[config.mk]
export PLATFORM = sky130hd
export DESIGN_NAME = axi_read_slice
export DESIGN_NICKNAME = d
export VERILOG_FILES = /design/src/rtl/axi_read_slice.sv
export SDC_FILE = /design/constraint.sdc
export NUM_CORES = 1
export LEC_CHECK = 0
export CAP_MARGIN = 10
export CORE_AREA = 2 2 141 143
export DETAILED_ROUTE_END_ITERATION = 12
export DIE_AREA = 0 0 143 145
export HOLD_SLACK_MARGIN = 0.1
export PLACE_DENSITY = 0.84
export REMOVE_ABC_BUFFERS = 1
export SLEW_MARGIN = 5
export SYNTH_ARGS = -nofsm -noshare
export SYNTH_HDL_FRONTEND = slang
export SYNTH_SLANG_ARGS = --single-unit
[constraint.sdc]
create_clock -name clk -period 4 [get_ports clk]
set_clock_uncertainty 0.1 [all_clocks]
set_input_delay 0.8 -clock clk [delete_from_list [all_inputs] [get_ports clk]]
set_output_delay 0.8 -clock clk [all_outputs]
set_load 0.02 [all_outputs]
[src/rtl/axi_read_slice.sv]
// AXI4 read-path register slice.
// Two-entry skid buffers on AR and R, so no valid, ready or payload path
// passes combinationally through the slice. A counter caps the number of
// read bursts that have been accepted but not yet completed.

module axi_read_slice_skid #(
  parameter int Width = 1
) (
  input  logic             clk,
  input  logic             areset_n,
  input  logic             in_valid,
  output logic             in_ready,
  input  logic [Width-1:0] in_data,
  input  logic             allow_next,
  output logic             out_valid,
  input  logic             out_ready,
  output logic [Width-1:0] out_data
);

  logic             main_valid_reg, main_valid_next;
  logic             skid_valid_reg, skid_valid_next;
  logic             ready_reg, ready_next;
  logic [Width-1:0] main_data_reg, main_data_next;
  logic [Width-1:0] skid_data_reg, skid_data_next;
  logic             in_fire, out_fire;

  // ready_reg is low whenever the skid holds a beat, so in_fire never
  // coincides with a full skid.
  assign in_fire  = in_valid && ready_reg;
  assign out_fire = main_valid_reg && out_ready;

  // Next-state: refill main from skid, pass input straight to main, or park input in skid
  always_comb begin
    main_valid_next = main_valid_reg;
    main_data_next  = main_data_reg;
    skid_valid_next = skid_valid_reg;
    skid_data_next  = skid_data_reg;
    if (skid_valid_reg) begin
      if (out_fire) begin
        main_valid_next = 1'b1;
        main_data_next  = skid_data_reg;
        skid_valid_next = 1'b0;
      end
    end else if (!main_valid_reg || out_fire) begin
      main_valid_next = in_fire;
      if (in_fire) begin
        main_data_next = in_data;
      end
    end else if (in_fire) begin
      skid_valid_next = 1'b1;
      skid_data_next  = in_data;
    end
    ready_next = !skid_valid_next && allow_next;
  end

  // State registers; ready stays low during reset and rises on the first edge after release
  always_ff @(posedge clk or negedge areset_n) begin
    if (!areset_n) begin
      main_valid_reg <= 1'b0;
      skid_valid_reg <= 1'b0;
      ready_reg      <= 1'b0;
      main_data_reg  <= '0;
      skid_data_reg  <= '0;
    end else begin
      main_valid_reg <= main_valid_next;
      skid_valid_reg <= skid_valid_next;
      ready_reg      <= ready_next;
      main_data_reg  <= main_data_next;
      skid_data_reg  <= skid_data_next;
    end
  end

  assign in_ready  = ready_reg;
  assign out_valid = main_valid_reg;
  assign out_data  = main_data_reg;

endmodule

module axi_read_slice #(
  parameter int ArPayloadWidth = 41,
  parameter int RPayloadWidth  = 74,
  parameter int MaxOutstanding = 4
) (
  input  logic                                   clk,
  input  logic                                   areset_n,
  input  logic                                   s_ar_valid,
  output logic                                   s_ar_ready,
  input  logic [ArPayloadWidth-1:0]              s_ar_payload,
  output logic                                   m_ar_valid,
  input  logic                                   m_ar_ready,
  output logic [ArPayloadWidth-1:0]              m_ar_payload,
  input  logic                                   m_r_valid,
  output logic                                   m_r_ready,
  input  logic [RPayloadWidth-1:0]               m_r_payload,
  input  logic                                   m_r_last,
  output logic                                   s_r_valid,
  input  logic                                   s_r_ready,
  output logic [RPayloadWidth-1:0]               s_r_payload,
  output logic                                   s_r_last,
  output logic [$clog2(MaxOutstanding+1)-1:0]    outstanding
);

  localparam int CntW = $clog2(MaxOutstanding + 1);
  localparam logic [CntW-1:0] MaxCnt = CntW'(MaxOutstanding);

  logic [CntW-1:0] count_reg, count_next;
  logic            ar_inc, r_dec;
  logic            ar_allow_next;
  logic [RPayloadWidth:0] r_in_data, r_out_data;

  assign ar_inc = s_ar_valid && s_ar_ready;
  assign r_dec  = s_r_valid && s_r_ready && s_r_last;

  // Outstanding count: simultaneous accept and completion cancel; never drops below zero
  always_comb begin
    count_next = count_reg;
    if (ar_inc && !r_dec) begin
      count_next = count_reg + CntW'(1);
    end else if (r_dec && !ar_inc && count_reg != '0) begin
      count_next = count_reg - CntW'(1);
    end
    ar_allow_next = (count_next < MaxCnt);
  end

  // Outstanding count register
  always_ff @(posedge clk or negedge areset_n) begin
    if (!areset_n) begin
      count_reg <= '0;
    end else begin
      count_reg <= count_next;
    end
  end

  // A completing last beat with nothing outstanding means a protocol violation upstream
  always @(posedge clk) begin
    if (areset_n) begin
      assert (!(r_dec && !ar_inc && count_reg == '0))
        else $error("axi_read_slice: R last completed with zero outstanding bursts");
    end
  end

  axi_read_slice_skid #(
    .Width (ArPayloadWidth)
  ) u_ar_skid (
    .clk        (clk),
    .areset_n   (areset_n),
    .in_valid   (s_ar_valid),
    .in_ready   (s_ar_ready),
    .in_data    (s_ar_payload),
    .allow_next (ar_allow_next),
    .out_valid  (m_ar_valid),
    .out_ready  (m_ar_ready),
    .out_data   (m_ar_payload)
  );

  // Last rides alongside the payload so the pair can never separate.
  assign r_in_data = {m_r_last, m_r_payload};

  axi_read_slice_skid #(
    .Width (RPayloadWidth + 1)
  ) u_r_skid (
    .clk        (clk),
    .areset_n   (areset_n),
    .in_valid   (m_r_valid),
    .in_ready   (m_r_ready),
    .in_data    (r_in_data),
    .allow_next (1'b1),
    .out_valid  (s_r_valid),
    .out_ready  (s_r_ready),
    .out_data   (r_out_data)
  );

  assign s_r_last    = r_out_data[RPayloadWidth];
  assign s_r_payload = r_out_data[RPayloadWidth-1:0];
  assign outstanding = count_reg;

endmodule

==> results.py <==
metrics = {
    "placed_design": {
        "dp_hpwl_um": 15200,
        "portBuffers": 244,
        "dp_cells": 1270,
        "gp_congestion": 0.751,
    },
    "drt": {
        "vias": 6871,
        "drt_iter0_drc": 147,
        "wire_per_inst_um": 17.3,
        "routed_wl_um": 22700,
        "avgViaCountPerCell": 5.23,
        "drc": 0,
        "final_antenna_net_count": 0,
        "dr.pass1.iters": 4,
    },
    "logic_synthesis": {
        "synth_top_cells_by_area": "dfrtp_1, mux2i_1, mux2_2",
        "yosys_warnings": 0,
        "synthesis.instances": 797,
        "synth-seq-cells": 241,
        "netlist_area_um2": 10000,
        "synth.avg_cell_area_um2": 12.6,
        "synth_area_leader_cell": "dfrtp_1",
        "synth_top_area_frac": 0.600,
        "yosysUniqueCellTypes": 30,
        "yosysSeqAreaShare": 0.600,
    },
    "cells_and_area": {
        "nNetsFinal": 1157,
        "final_layout_size_suffix_gt1_frac": 0.130,
        "diodes": 0,
        "syn_to_final_growth_pct": 35.0,
        "fillers": 1325,
        "layout.cells.non_filler": 1314,
        "fin_util": 0.706,
    },
    "sta": {
        "setup_viol": 0,
        "worst_slew_pin_slew_ns": 1.01,
        "drv_slew": 0,
        "slew_headroom": 0.325,
        "min_period_ns": 2.51,
        "fmax_mhz": 399,
        "rsz0062_at_grt": "false",
        "post-route-period-util": 0.627,
        "hold_viol": 0,
    },
    "power": {
        "p_seq_frac": 0.385,
        "switching_power_mw": 4.02,
        "internal_power_mw": 7.32,
        "netSwitchingFraction": 0.355,
        "ir_drop_v": 0.000490,
        "comb_power_share": 0.416,
        "powerDensity_nw_per_um2": 836,
        "power.total_mw": 11.3,
        "p_clk_frac": 0.199,
        "power.leakage_nw": 5.76,
    },
    "cts": {
        "h-tree-depth": 1,
        "ctsResizeCount": 0,
        "clock-sinks": 241,
        "clk_path_buf_depth": 3,
        "cts_made_buffers": 25,
        "hold_buffers": 0,
        "path_clk_slew_ns": 0.06,
        "cts_setup_buffers": 0,
        "cts_root_buf": "clkbuf_16",
        "insertion_delay_ns": 0.50,
        "tritoncts": "yes",
    },
    "critical_path": {
        "cpPeakStageDelay_ns": 0.62,
        "start_kind": "register",
        "path_class": "register to register",
        "end_kind": "register",
        "cp.arrival_ns": 2.83,
        "crit_fanout": 82,
        "path_cells": "buf_4 > nand2_1 > a21boi_4 > buf_4 > nor2_1 > a21oi_1",
        "crit_family": "buffers and inverters",
        "cpMaxStageDelayCell": "buf_4",
        "required_ns": 4.32,
        "cpMostUsedCell": "buf_4",
        "crit_buf_inv": 2,
    },
    "global_routing": {
        "antenna_found_initial": 1,
        "grt_pass1_vias": 7228,
        "grt_pass1_wl_um": 37000,
        "track_usage": 0.219,
        "gr-total-overflow": 0,
        "grt_max_degree": 109,
    },
    "run_status": {
        "status": "finished, final reports clean",
    },
    "floorplan": {
        "core_um2": 19200,
        "die_w_um": 143,
        "rows": 51,
        "fp.dieH_um": 145,
        "start_util": 0.523,
        "die_area_um2": 20700,
        "ios": 245,
    },
    "hold_path": {
        "min_path_type": "input port to asynchronous set/reset pin",
    },
    "job": {
        "cap_violations": 0,
    },
}
-- path summary, 6_finish.rpt --
path                                                     to  cells after the start  slack [ns]                      from
worst min register to register        u_r_skid.out_data[12]                      2        0.38     u_r_skid.out_data[12]
worst max register to register       u_ar_skid.out_data[28]                      6        1.49  u_ar_skid.skid_valid_reg
worst min-delay path            u_ar_skid.skid_data_reg[36]                      1        0.23                  areset_n
worst max-delay path                 u_ar_skid.out_data[28]                      6        1.49  u_ar_skid.skid_valid_reg
min in group clk                      u_r_skid.out_data[12]                      2        0.38     u_r_skid.out_data[12]
max in group asynchronous             u_r_skid.out_data[50]                      2        2.67                  areset_n
-- layout by cell type (no fill, tap or decap), types with 3 or more instances in the layout --
master           instances
a21oi_1                 44
buf_12                   4
buf_4                   11
clkbuf_1                 5
clkbuf_16               25
clkbuf_8                 7
clkdlybuf4s50_1        243
clkinv_2                 4
dfrtp_1                239
ha_1                     3
inv_1                    5
mux2_1                  42
mux2_2                  75
mux2i_1                116
nand2_1                 78
nor2_1                  45
o21ai_0                 72
o21ai_1                  5
-- cells by family after synthesis --
group	count (synthesis)	synth area share
flops	241	0.600
xor+xnor	2	0.00174
mux	233	0.247
fa+ha+maj	3	0.00374
simple gates	137	0.0562
buf+inv	56	0.0280
compound gates	125	0.0634
-- worst reg2reg max path, delay by kind of cell (launching register included) --
family | cells | cell delay [ns]
and+or+nand+nor | 2 | 0.40
DFF | 1 | 0.35
AOI/OAI and AO/OA | 2 | 0.38
buffers and inverters | 2 | 1.20
-- routing by layer --
metal	global-route usage	wire (µm)
met1	0.269	9230
met2	0.360	10600
met3	0.0934	2390
met4	0.0520	510
met5	0	17
-- cells in the mapped netlist --
cell type and instances:
nand2b_1 2, a21oi_1 44, buf_4 7, o32ai_1 1, nor4b_1 1, nand3b_1 1
o21ai_1 5, buf_6 1, nor2b_1 2, nand2_1 78, nand3_1 2, a31oi_1 1
inv_1 5, dfrtp_1 241, mux2_1 42, a21boi_0 1, mux2_2 75, nor3_1 1
and2_1 2, nor2_1 46, ha_1 3, buf_1 3, buf_2 30, nor4b_4 1
xnor2_1 2, a22o_1 1, clkbuf_1 10, mux2i_1 116, or2_1 1, o21ai_0 72
-- area by class of cell --
type	count	area, µm²	share of cell area
inverters	5	18.8	0.00138
multi-input cells	500	3760	0.277
well taps	265	332	0.0244
clock inverters	7	65.1	0.00480
repair buffers	259	2610	0.192
clock buffers	37	741	0.0546
flip-flops and latches	241	6040	0.445
-- per-stage QoR --
step,TNS (ns),worst slack [ns],hold WS [ns],cell area [µm²]
after floorplan,-326.25,-2.64,0.358,9780
after global placement,0,1.12,0.360,12800
after detailed placement,0,1.06,0.369,12800
after CTS,0,1.47,0.269,13600
after global routing,0,1.34,0.293,13600
final,0,1.49,0.231,13600
-- power by group through the flow --
stage	Sequential, mW	Clock (mW)	Combinational (mW)
global placement	4.32	0	4.61
finish	4.37	2.25	4.72
floorplan	5.13	0	2.03
global route	4.52	2.40	5.15
detailed placement	4.39	0	4.76
CTS	4.37	2.31	4.79
No activity file was read; power rests on OpenSTA's default activity.
